File: src/rtl/sys_clkgen_inferred.sv
`default_nettype none
// ============================================================================
// Module      : sys_clkgen_inferred
// Description : Technology-independent PLL stand-in. It models lock acquisition
//               and produces phase-aligned divided clock-enable and level
//               outputs on the input clock.
// Revision    : 1.0 - initial release
// ============================================================================
module sys_clkgen_inferred #(
    parameter int CHANNELS    = 3,
    parameter int DIV_WIDTH   = 8,
    parameter int DIV_DEFAULT = 1,
    parameter int LOCK_CYCLES = 16
) (
    input  logic                          i_clk,
    input  logic                          i_nrst,
    input  logic                          i_pll_rst,
    input  logic [CHANNELS*DIV_WIDTH-1:0] i_div,
    input  logic [CHANNELS-1:0]           i_div_update,
    output logic                          o_locked,
    output logic [CHANNELS-1:0]           o_clk_en,
    output logic [CHANNELS-1:0]           o_clk_div,
    output logic [CHANNELS-1:0]           o_div_busy
);
    localparam int                   c_lcw         = (LOCK_CYCLES > 1) ? $clog2(LOCK_CYCLES) : 1;
    localparam logic [c_lcw-1:0]     c_lock_last   = c_lcw'(LOCK_CYCLES - 1);
    localparam logic [c_lcw-1:0]     c_lock_one    = c_lcw'(1);
    localparam logic [DIV_WIDTH-1:0] c_div_default = DIV_WIDTH'(DIV_DEFAULT);
    localparam logic [DIV_WIDTH-1:0] c_div_one     = DIV_WIDTH'(1);
    localparam logic [DIV_WIDTH:0]   c_half_one    = {{DIV_WIDTH{1'b0}}, 1'b1};

    typedef enum logic [1:0] {
        ST_RST    = 2'd0,
        ST_WAIT   = 2'd1,
        ST_LOCKED = 2'd2
    } state_t;

    state_t           r_state;
    state_t           w_state_nxt;
    logic [c_lcw-1:0] r_lock_cnt;
    logic             w_locked;

    always_ff @(posedge i_clk) begin
        if (!i_nrst) begin
            r_state    <= ST_RST;
            r_lock_cnt <= '0;
        end else begin
            r_state <= w_state_nxt;
            if (r_state == ST_WAIT && w_state_nxt == ST_WAIT) begin
                r_lock_cnt <= r_lock_cnt + c_lock_one;
            end else begin
                r_lock_cnt <= '0;
            end
        end
    end

    always_comb begin
        w_state_nxt = r_state;
        case (r_state)
            ST_RST:    if (!i_pll_rst) w_state_nxt = ST_WAIT;
            ST_WAIT:   if (r_lock_cnt == c_lock_last) w_state_nxt = ST_LOCKED;
            ST_LOCKED: w_state_nxt = ST_LOCKED;
            default:   w_state_nxt = ST_RST;
        endcase
        // The soft PLL reset overrides every state.
        if (i_pll_rst) w_state_nxt = ST_RST;
    end

    assign w_locked = (r_state == ST_LOCKED);
    assign o_locked = w_locked;

    for (genvar g = 0; g < CHANNELS; g++) begin : g_ch
        logic [DIV_WIDTH-1:0] r_cnt;
        logic [DIV_WIDTH-1:0] r_act_div;
        logic [DIV_WIDTH-1:0] r_shd_div;
        logic                 r_pend;
        logic [DIV_WIDTH-1:0] w_d;
        logic                 w_wrap;
        logic [DIV_WIDTH:0]   w_half;

        assign w_d    = (r_act_div == '0) ? c_div_one : r_act_div;
        assign w_wrap = (r_cnt == w_d - c_div_one);
        assign w_half = ({1'b0, w_d} + c_half_one) >> 1;

        always_ff @(posedge i_clk) begin
            if (!i_nrst) begin
                r_cnt     <= '0;
                r_act_div <= c_div_default;
                r_shd_div <= c_div_default;
                r_pend    <= 1'b0;
            end else begin
                if (!w_locked) begin
                    r_cnt <= '0;
                    if (r_pend) begin
                        r_act_div <= r_shd_div;
                        r_pend    <= 1'b0;
                    end
                end else begin
                    r_cnt <= w_wrap ? '0 : r_cnt + c_div_one;
                    // Ratio changes land only on a period boundary.
                    if (w_wrap && r_pend) begin
                        r_act_div <= r_shd_div;
                        r_pend    <= 1'b0;
                    end
                end
                // A fresh capture wins over a same-edge apply.
                if (i_div_update[g]) begin
                    r_shd_div <= i_div[g*DIV_WIDTH +: DIV_WIDTH];
                    r_pend    <= 1'b1;
                end
            end
        end

        assign o_clk_en[g]   = w_locked & (r_cnt == '0);
        assign o_clk_div[g]  = w_locked & ({1'b0, r_cnt} < w_half);
        assign o_div_busy[g] = r_pend;
    end

endmodule
`default_nettype wire

File: config.mk
export PLATFORM = sky130hd
export DESIGN_NAME = sys_clkgen_inferred
export DESIGN_NICKNAME = d
export VERILOG_FILES = /design/src/rtl/sys_clkgen_inferred.sv
export SDC_FILE = /design/constraint.sdc
export NUM_CORES = 1
export LEC_CHECK = 0
export ABC_AREA = 1
export BUFFER_PORTS_ARGS = -buffer_cell sky130_fd_sc_hd__buf_4
export CAP_MARGIN = 10
export CORE_ASPECT_RATIO = 0.75
export CORE_MARGIN = 2
export CORE_UTILIZATION = 35
export DETAILED_ROUTE_END_ITERATION = 6
export PLACE_DENSITY = 0.53
export SYNTH_ARGS = -nofsm -noshare
export SYNTH_HDL_FRONTEND = slang
export SYNTH_SLANG_ARGS = --single-unit
File: constraint.sdc
create_clock -name i_clk -period 4.6 [get_ports i_clk]
set_input_delay 0.92 -clock i_clk [delete_from_list [all_inputs] [get_ports i_clk]]
set_output_delay 0.92 -clock i_clk [all_outputs]
set_load 0.02 [all_outputs]
Word-level counts from Yosys, hierarchy flattened
Cells that the tools add are included.
W data, S select, Z words.
{"block": "word_totals", "register_bits": 81, "in_bits": 30, "out_inout_bits": 10, "word_cells": 93}
{"block": "classes", "n_addsub": 10, "n_lt_le_gt_ge": 3, "n_eq_ne": 13, "n_mux": 24, "bitwise": 8, "reduce_logical": 21}
{"op": "$mux W8", "count": 12}
{"op": "$logic_not A8 Y1", "count": 6}
{"op": "$add A8 B1 Y9 const B", "count": 3}
{"op": "$add A8 B1 Y8 const B", "count": 3}
{"op": "$eq A8 B8 Y1", "count": 3}
{"op": "$lt A8 B8 Y1", "count": 3}
{"op": "$sub A8 B1 Y8 const B", "count": 3}
{"op": "$mux W1", "count": 9}
{"op": "$ne A3 B2 Y1 const B", "count": 3}
{"op": "$reduce_or A3 Y1", "count": 3}
{"op": "$reduce_and A2 Y1", "count": 4}
{"op": "$and A1 B1 Y1", "count": 6}
{"op": "$ne A2 B1 Y1 const B", "count": 3}
{"op": "$pmux W2 S3", "count": 1}
{"op": "$reduce_bool A2 Y1", "count": 3}
{"op": "$add A4 B1 Y4 const B", "count": 1}
{"op": "$eq A2 B1 Y1 const B", "count": 2}
{"op": "$eq A4 B4 Y1 const B", "count": 1}
{"op": "$logic_and A1 B1 Y1", "count": 4}
{"op": "$mux W2", "count": 2}
{"op": "$eq A2 B2 Y1 const B", "count": 1}
{"op": "$logic_not A2 Y1", "count": 1}
{"op": "$not A1 Y1", "count": 2}

Depth between registers and ports, before layout
Gate-level depths: netlist of the first run.
{"block": "logic_depth", "ltp_word": 8, "ltp_mapped": 19, "depth_no_buf": 18}

Worst setup path before layout of the first run
Ideal clock, no wire load.
{"block": "synth_timing", "kind": "reg2out", "startpoint": "register g_ch[1].r_act_div[0]", "endpoint": "output port o_clk_div[1]", "arrival_ns": 2.187, "t_required_ns": 3.680, "setup_slack_ns": 1.493, "path_stages_with_launch": 16, "n_path_buf": 0, "path_cell_list": "dfxtp_1 -> nand2_1 -> nor2_1 -> inv_1 -> nor2_1 -> inv_1 -> nor2_1 -> inv_1 -> nor2_1 -> inv_1 -> nor2_1 -> nand2_1 -> ha_1 -> nand2_1 -> nand2_1 -> a311oi_1"}
{"block": "synth_between", "elab_chain_cells": 5}
{"item": "from (decl)", "line": "74", "source": "logic [DIV_WIDTH-1:0] r_act_div;"}
{"item": "from (signal assigned)", "line": "88", "source": "r_act_div <= c_div_default;"}
{"item": "from (signal assigned)", "line": "95", "source": "r_act_div <= r_shd_div;"}
{"item": "from (signal assigned)", "line": "102", "source": "r_act_div <= r_shd_div;"}
{"item": "$logic_not A8 Y1", "line": "81", "source": "assign w_d = (r_act_div == '0) ? c_div_one : r_act_div;"}
{"item": "$mux W8 (*)", "line": "81"}
{"item": "$add A8 B1 Y9 (*)", "line": "83", "source": "assign w_half = ({1'b0, w_d} + c_half_one) >> 1;"}
{"item": "$lt A8 B8 Y1 (*)", "line": "115", "source": "assign o_clk_div[g] = w_locked & ({1'b0, r_cnt} < w_half);"}
{"item": "$and A1 B1 Y1 (*)", "line": "115"}
{"item": "to (decl)", "line": "22", "source": "output logic [CHANNELS-1:0] o_clk_div,"}
Mark *: on every way between the ends. The rest lies on a longest branch, timed or not.

Worst setup path after layout of the first run
{"block": "layout_timing", "startpoint": "register g_ch[0].r_act_div[0]", "endpoint": "output port o_clk_div[0]"}
{"block": "layout_between", "elab_chain_cells": 5}
{"item": "from (decl)", "line": "74"}
{"item": "from (signal assigned)", "line": "88"}
{"item": "from (signal assigned)", "line": "95"}
{"item": "from (signal assigned)", "line": "102"}
{"item": "$logic_not A8 Y1", "line": "81"}
{"item": "$mux W8 (*)", "line": "81"}
{"item": "$add A8 B1 Y9 (*)", "line": "83"}
{"item": "$lt A8 B8 Y1 (*)", "line": "115"}
{"item": "$and A1 B1 Y1 (*)", "line": "115"}
Marked as above.

==> impl_summary.log, run 1 <==
[metrics] register-to-register setup slack: 2.20 ns
[metrics] quantity of hold-fixing buffers added after cts: 0
[metrics] GR Overflow Total: 0
[metrics] total routing resource utilization after global routing: 15.7%
[metrics] cells on worst reg2reg path: 17
[metrics] max-slew headroom at the worst pin: 41.4%
[metrics] Die Ht: 107 um
[metrics] number of nets in the layout: 822
[metrics] fraction of final layout cells sized beyond drive strength 1: 10.4%
[metrics] slew at the pin with the worst max-slew slack: 0.877 ns
[metrics] number of flip-flops and latches in the synthesized netlist: 81
[metrics] Post-Route Setup TNS: 0 ns
[metrics] Final Hold Fails: 0
[metrics] buffer count from post-CTS setup fixing: 0
[metrics] Setup-failing EPs final: 0
[metrics] boundary pin count: 40
[metrics] WL final: 11200 um
[metrics] Critical Path Sink: o_clk_div[0]
[metrics] DIE AREA: between 0.015 and 0.02 mm2
[metrics] synthesis-to-finish area growth: 14.1%
[metrics] average wire length per cell after detail routing: 12.0 um
[metrics] post-detailed-route count of antenna-violating nets: 0
[metrics] main flop type after synthesis: sky130_fd_sc_hd__dfxtp_1
[metrics] synthesis warning total: 0
[metrics] overall die width: 141 um
[metrics] outcome: complete, no violations
[metrics] syn_area_per_cell: ~6.7 um2
[metrics] CTS root buf: sky130_fd_sc_hd__clkbuf_16
[metrics] number of pins with negative max-slew slack in the final report: 0
[metrics] first element of the critical path: g_ch[0].r_act_div[0]
[metrics] reg2reg end: g_ch[2].r_act_div[0]
[metrics] clock-pin transition on the worst setup and hold timing paths: 0.06 ns
[metrics] CORE AREA: between 0.01 and 0.015 mm2
[metrics] Clock Skews: between 0.007 and 0.008 ns
[metrics] power per cell area: approximately 310 mW/mm2
[metrics] endpoint required time on the critical path: about 3.7 ns
[metrics] final RePlAce weighted congestion: around 0.8
[metrics] standard-cell row count: 37
[metrics] placed wire-length estimate: ~8600 um
[metrics] Post-synth EDFFs: 0
[metrics] count of cell types in the netlist: 32
[metrics] number of global-route vias before repair: 4005
[metrics] Static Leak: 2.52 nW
[metrics] net count after synthesis: ~790
[metrics] post-synthesis async set-or-reset flop share: 0%
[metrics] total clock buffers created by CTS: 9
[metrics] number of instances in the synthesized netlist: 732
[metrics] cell area after technology mapping: 0.00492 mm2
[metrics] post-route clock period utilization: roughly three quarters
[metrics] total inserted antenna cells: 0
[metrics] hold crit path type: reg -> reg
[metrics] peak supply drop: 178 uV
[metrics] initial antenna violation count: 0
[metrics] largest buffer count on any clock path: 2
[metrics] Achievable Freq: 285 MHz
[metrics] startpoint of the worst-slack reg-to-reg timing path: g_ch[2].r_act_div[2]
[metrics] First DRT Iteration DRCs: 263
[metrics] number of buffer cells added on primary ports: 39
[metrics] number of remaining DRC errors: 0
[metrics] Worst Path Class, Setup: reg -> out
[metrics] post-placement cell area: 0.00532 mm2
[metrics] number of detailed-route iterations in the first pass: 4
[metrics] # Max-Cap Violations: 0
[metrics] CP endpoint kind: primary output
[metrics] share of synthesized area occupied by flip-flops and latches: 32.9%
[metrics] Critical Path Source Type: register
[metrics] CTS tree: done
[metrics] number of cells upsized or downsized after cts: 0
[metrics] wire length of the first global-routing pass: 19100 um
[metrics] number of vias per cell after detailed routing: 4.71
[metrics] pin count of the biggest net entering global routing: 53
[metrics] effective utilization at floorplan: 35.8%
[metrics] maximum net fanout on the critical path: 4
[metrics] number of levels in the clock H-tree: 3
[metrics] post-layout minimum cycle time: about 3.5 ns
[metrics] final instance area: 0.00562 mm2
[metrics] setup repair after global routing missed its margin: no
[metrics] clock insertion delay at the later pin of the skew report: between 0.3 and 0.4 ns
[metrics] clock sinks: 81
[metrics] critical path arrival: 2.59 ns
[metrics] routed via count: 4428
## cell families (layout without fill, tap and decap cells)
| kind of cell | count (synthesis) | after routing | synth area share (%) |
|---|---|---|---|
| DFF | 81 | 81 | 32.9 |
| AOI/OAI and AO/OA | 97 | 97 | 10.3 |
| and+or+nand+nor | 364 | 364 | 32.3 |
| xor gates and xnor gates | 36 | 36 | 6.41 |
| adders and majority gates | 31 | 31 | 7.88 |
| buffers and inverters | 123 | 157 | 10.2 |
## cell type report
cell class	count	area [um2]
Timing Repair Buffer	40	300
Fill cell	1446	8130
Tap cell	175	219
Multi-Input combinational cell	528	2800
Sequential cell	81	1620
Inverter	101	379
Clock inverter	5	63.8
Clock buffer	11	233
## sequential cells by signal, summed over array words and instances (netlist names)
name            flops
g_ch.r_act_div     24
g_ch.r_cnt         24
r_lock_cnt          4
r_state             2
g_ch.r_pend         3
g_ch.r_shd_div     24
## per-stage QoR
step                      setup slack (ns)  power, mW  cells  hold WS [ns]  utilization (%)
final                                 1.09       1.72    941         0.448             40.8
after global placement                1.50       1.02    925         0.423             38.7
after detailed placement              1.43       1.02    925         0.440             38.7
after floorplan                       1.49      0.958    732         0.412                -
after global routing                 0.702       1.83    941         0.466             40.8
after CTS                             1.07       1.75    941         0.447             40.8
## synth_stat cells, types with 3 or more instances
master,count,area share (%)
sky130_fd_sc_hd__a21oi_1,52,5.3
sky130_fd_sc_hd__buf_1,3,0.23
sky130_fd_sc_hd__buf_2,6,0.61
sky130_fd_sc_hd__buf_4,3,0.46
sky130_fd_sc_hd__buf_6,3,0.69
sky130_fd_sc_hd__clkbuf_1,7,0.53
sky130_fd_sc_hd__dfxtp_1,81,33
sky130_fd_sc_hd__ha_1,31,7.9
sky130_fd_sc_hd__inv_1,98,7.5
sky130_fd_sc_hd__inv_2,3,0.23
sky130_fd_sc_hd__nand2_1,160,12
sky130_fd_sc_hd__nand2_2,5,0.64
sky130_fd_sc_hd__nand3_1,53,5.4
sky130_fd_sc_hd__nand3_2,5,1.0
sky130_fd_sc_hd__nand3b_1,4,0.61
sky130_fd_sc_hd__nand4_1,9,1.1
sky130_fd_sc_hd__nor2_1,103,7.9
sky130_fd_sc_hd__nor2_2,7,0.89
sky130_fd_sc_hd__nor3_1,9,0.92
sky130_fd_sc_hd__nor4_1,3,0.38
sky130_fd_sc_hd__o21ai_0,35,3.6
sky130_fd_sc_hd__o22ai_1,3,0.38
sky130_fd_sc_hd__xnor2_1,15,2.7
sky130_fd_sc_hd__xor2_1,21,3.7
## report_power, final
part	internal, mW	total (mW)	leakage (nW)	switching [mW]
registers	0.732	0.763	0.664	0.0315
clock network	0.426	0.717	0.141	0.291
logic	0.0991	0.242	1.71	0.143
total	1.26	1.72	2.52	0.466
## layout by cell type (no fill, tap or decap), types with 21 or more instances in the layout
cell type,count
sky130_fd_sc_hd__nor2_1,102
sky130_fd_sc_hd__nand3_1,53
sky130_fd_sc_hd__ha_1,31
sky130_fd_sc_hd__xor2_1,21
sky130_fd_sc_hd__nand2_1,160
sky130_fd_sc_hd__o21ai_0,35
sky130_fd_sc_hd__a21oi_1,52
sky130_fd_sc_hd__dfxtp_1,81
sky130_fd_sc_hd__inv_1,98
sky130_fd_sc_hd__buf_4,40
## worst max-delay path, cell delays in order (launching register included)
cell	delay [ns]
sky130_fd_sc_hd__dfxtp_1	0.42
sky130_fd_sc_hd__inv_1	0.12
sky130_fd_sc_hd__nor3_1	0.19
sky130_fd_sc_hd__inv_1	0.09
sky130_fd_sc_hd__nor2_1	0.09
sky130_fd_sc_hd__inv_1	0.07
sky130_fd_sc_hd__nor2_1	0.15
sky130_fd_sc_hd__inv_1	0.09
sky130_fd_sc_hd__o21ai_0	0.16
sky130_fd_sc_hd__nand2_1	0.07
sky130_fd_sc_hd__ha_1	0.29
sky130_fd_sc_hd__a21oi_1	0.13
sky130_fd_sc_hd__o21ai_0	0.09
sky130_fd_sc_hd__a31oi_1	0.14
sky130_fd_sc_hd__buf_4	0.16
## per-layer routing
metal  track usage (%)  up-vias  part of all wire, %
met5                 0        -                    0
met4              4.71        0                  1.1
met3              4.02        9                  3.5
met2              23.9       48                   44
met1              22.0     1978                   52
li1                  -     2393                    -
## worst min-delay path by stage
stage	slack (ns)	start	to	depth (start not counted)
final	0.45	r_state[1]	r_state[0]	1
after global routing	0.47	g_ch[0].r_shd_div[4]	g_ch[0].r_shd_div[4]	2
after CTS	0.45	r_state[1]	r_state[0]	1
after detailed placement	0.44	r_state[1]	r_state[0]	1
after global placement	0.42	r_state[1]	r_state[0]	1
after floorplan	0.41	r_state[1]	r_state[0]	1
(Power assumes the default switching activity.)
==> run 2: changes to the inputs <==
- clock period: 4.6 -> 3.6 ns (I/O delays scaled with it)
==> run 2 against run 1 <==
Net effect: clock skew down 0.00072 ns; via count up 0.59%; sequential share of layout area about the same; combinational power up 30%; hold slack worse by 0.0041 ns; die area unchanged; critical path type unchanged; largest cell class unchanged.
==> impl_summary.log, run 2 (synthesized netlist as in run 1, its figures left out) <==
[metrics] outcome: complete, no violations
[metrics] CP endpoint kind: primary output
[metrics] reg2reg end: g_ch[2].r_act_div[2]
[metrics] largest buffer count on any clock path: 2
[metrics] CORE AREA: ~0.014 mm2
[metrics] total clock buffers created by CTS: 9
[metrics] cells on worst reg2reg path: 17
[metrics] clock-pin transition on the worst setup and hold timing paths: 0.07 ns
[metrics] Setup-failing EPs final: 0
[metrics] wire length of the first global-routing pass: 19400 um
[metrics] Critical Path Source Type: register
[metrics] Final Hold Fails: 0
[metrics] WL final: approximately 11000 um
[metrics] Achievable Freq: 305 MHz
[metrics] average wire length per cell after detail routing: 12.0 um
[metrics] critical path arrival: between 2 and 3 ns
[metrics] Filler Cell Count: 1439
[metrics] share of the core filled with cells in the final layout: about two fifths
[metrics] register-to-register setup slack: 1.20 ns
[metrics] setup repair after global routing missed its margin: no
[metrics] total routing resource utilization after global routing: ~16%
[metrics] clock sinks: 81
[metrics] power per cell area: 397 mW/mm2
[metrics] Min-Delay Path Depth: 1
[metrics] boundary pin count: 40
[metrics] number of remaining DRC errors: 0
[metrics] max-slew headroom at the worst pin: around 59%
[metrics] standard-cell row count: 37
[metrics] number of buffer cells added on primary ports: 39
[metrics] First DRT Iteration DRCs: 199
[metrics] endpoint required time on the critical path: between 2 and 3 ns
[metrics] DIE AREA: approximately 0.015 mm2
[metrics] post-route clock period utilization: 91.0%
[metrics] post-layout minimum cycle time: 3.28 ns
[metrics] fraction of final layout cells sized beyond drive strength 1: between 10 and 15%
[metrics] registers with the highest flip-flop counts: g_ch.r_act_div (24), g_ch.r_cnt (24), g_ch.r_shd_div (24)
[metrics] post-placement cell count: 926
[metrics] Worst Path Class, Setup: reg -> out
[metrics] number of detailed-route iterations in the first pass: 4
[metrics] hold path startpoint: r_state[1]
[metrics] GR Overflow Total: 0
[metrics] routed via count: between 4000 and 5000
[metrics] total inserted antenna cells: 0
[metrics] end point of the worst hold path: r_state[0]
[metrics] Die Ht: 107 um
[metrics] initial antenna violation count: 0
[metrics] final standard cell count with taps included and fillers excluded: 942
[metrics] clock insertion delay at the later pin of the skew report: 0.34 ns
[metrics] number of pins with negative max-slew slack in the final report: 0
[metrics] number of levels in the clock H-tree: 3
[metrics] hold crit path type: reg -> reg
[metrics] Power Total: 2.24 mW
[metrics] Static Leak: 2.53 nW
[metrics] synthesis-to-finish area growth: 14.6%
[metrics] number of global-route vias before repair: 4199
[metrics] Clock Skews: 0.00666 ns
[metrics] effective utilization at floorplan: 35.8%
[metrics] final RePlAce weighted congestion: 0.820
[metrics] pin count of the biggest net entering global routing: 53
[metrics] post-detailed-route count of antenna-violating nets: 0
[metrics] CTS tree: done
[metrics] peak supply drop: 300 uV
[metrics] maximum net fanout on the critical path: 5
[metrics] most frequent cells in the layout: sky130_fd_sc_hd__nand2_1, sky130_fd_sc_hd__nor2_1, sky130_fd_sc_hd__inv_1, sky130_fd_sc_hd__dfxtp_1, sky130_fd_sc_hd__nand3_1
[metrics] startpoint of the worst-slack reg-to-reg timing path: g_ch[2].r_act_div[3]
[metrics] placed wire-length estimate: 8610 um
[metrics] commonest non-fill, non-tap cell in the layout: sky130_fd_sc_hd__nand2_1
[metrics] overall die width: 141 um
[metrics] CTS root buf: sky130_fd_sc_hd__clkbuf_16
[metrics] number of nets in the layout: 823
[metrics] slew at the pin with the worst max-slew slack: 0.616 ns
[metrics] Post-Route Setup TNS: 0 ns
[metrics] quantity of hold-fixing buffers added after cts: 0
[metrics] # Max-Cap Violations: 0
[metrics] number of vias per cell after detailed routing: between 4 and 5
## run 2: cell types whose count changed in the layout (fill, tap and decap cells not counted)
cell | previous run | this run
sky130_fd_sc_hd__dfxtp_1 | 81 | 77
sky130_fd_sc_hd__dfxtp_2 | 0 | 4
sky130_fd_sc_hd__clkbuf_1 | 2 | 0
sky130_fd_sc_hd__inv_8 | 0 | 2
sky130_fd_sc_hd__buf_4 | 40 | 41
sky130_fd_sc_hd__clkinv_2 | 0 | 1
sky130_fd_sc_hd__clkinv_4 | 1 | 0
## run 2: through the flow
stage	hold slack, ns	worst slack, ns	instance area [um2]
after floorplan	0.412	0.693	4920
after global placement	0.422	0.684	5330
after detailed placement	0.440	0.623	5330
after CTS	0.449	0.244	5640
after global routing	0.470	0.00514	5640
final	0.444	0.324	5640
## run 2: routing by layer
metal | vias up | track usage (%) | part of all wire, %
met4 | 0 | 4.57 | 1.3
met1 | 1998 | 21.6 | 50
met2 | 56 | 25.3 | 45
li1 | 2387 | - | -
met3 | 13 | 3.53 | 4.3
met5 | - | 0 | 0
## run 2: critical path, stage by stage, from the launching register on
cell                       delay, ns
sky130_fd_sc_hd__dfxtp_1        0.41
sky130_fd_sc_hd__inv_1          0.10
sky130_fd_sc_hd__nor2_1         0.23
sky130_fd_sc_hd__inv_1          0.09
sky130_fd_sc_hd__o21ai_0        0.15
sky130_fd_sc_hd__nand2_1        0.08
sky130_fd_sc_hd__ha_1           0.29
sky130_fd_sc_hd__nand2_1        0.07
sky130_fd_sc_hd__nor2_1         0.04
sky130_fd_sc_hd__a211oi_1       0.27
sky130_fd_sc_hd__o21ai_0        0.13
sky130_fd_sc_hd__a31oi_1        0.17
sky130_fd_sc_hd__buf_4          0.17
## run 2: what timing repair did
item                                    in CTS  in global routing
resized for setup                            0                  4
endpoints found under the setup margin       0                  2
setup buffers                                0                  0
endpoints found under the hold margin        0                  0
## run 2: report_power, final
group / internal (mW) / switching [mW] / total [mW]
logic: 0.127 / 0.186 / 0.314
registers: 0.935 / 0.0376 / 0.973
clock network: 0.551 / 0.404 / 0.955
## run 2: worst max path at each step
| stage | start | depth (start not counted) | slack (ns) | endpoint |
|---|---|---|---|---|
| final | g_ch[2].r_act_div[2] | 12 | 0.32 | o_clk_div[2] |
| after global routing | g_ch[0].r_act_div[0] | 14 | 0.005 | o_clk_div[0] |
| after CTS | g_ch[0].r_act_div[0] | 14 | 0.24 | o_clk_div[0] |
| after detailed placement | g_ch[0].r_act_div[0] | 14 | 0.62 | o_clk_div[0] |
| after global placement | g_ch[0].r_act_div[0] | 14 | 0.68 | o_clk_div[0] |
| after floorplan | g_ch[1].r_act_div[0] | 15 | 0.69 | o_clk_div[1] |
## run 2: final cells by class
class                           instances  area [um2]  area share, %
Inverter                              101         379           6.72
Timing Repair Buffer                   41         308           5.46
Sequential cell                        81        1630           28.8
Clock buffer                            9         225           3.99
Multi-Input combinational cell        528        2800           49.6
Tap cell                              175         219           3.88
Clock inverter                          7        82.6           1.46
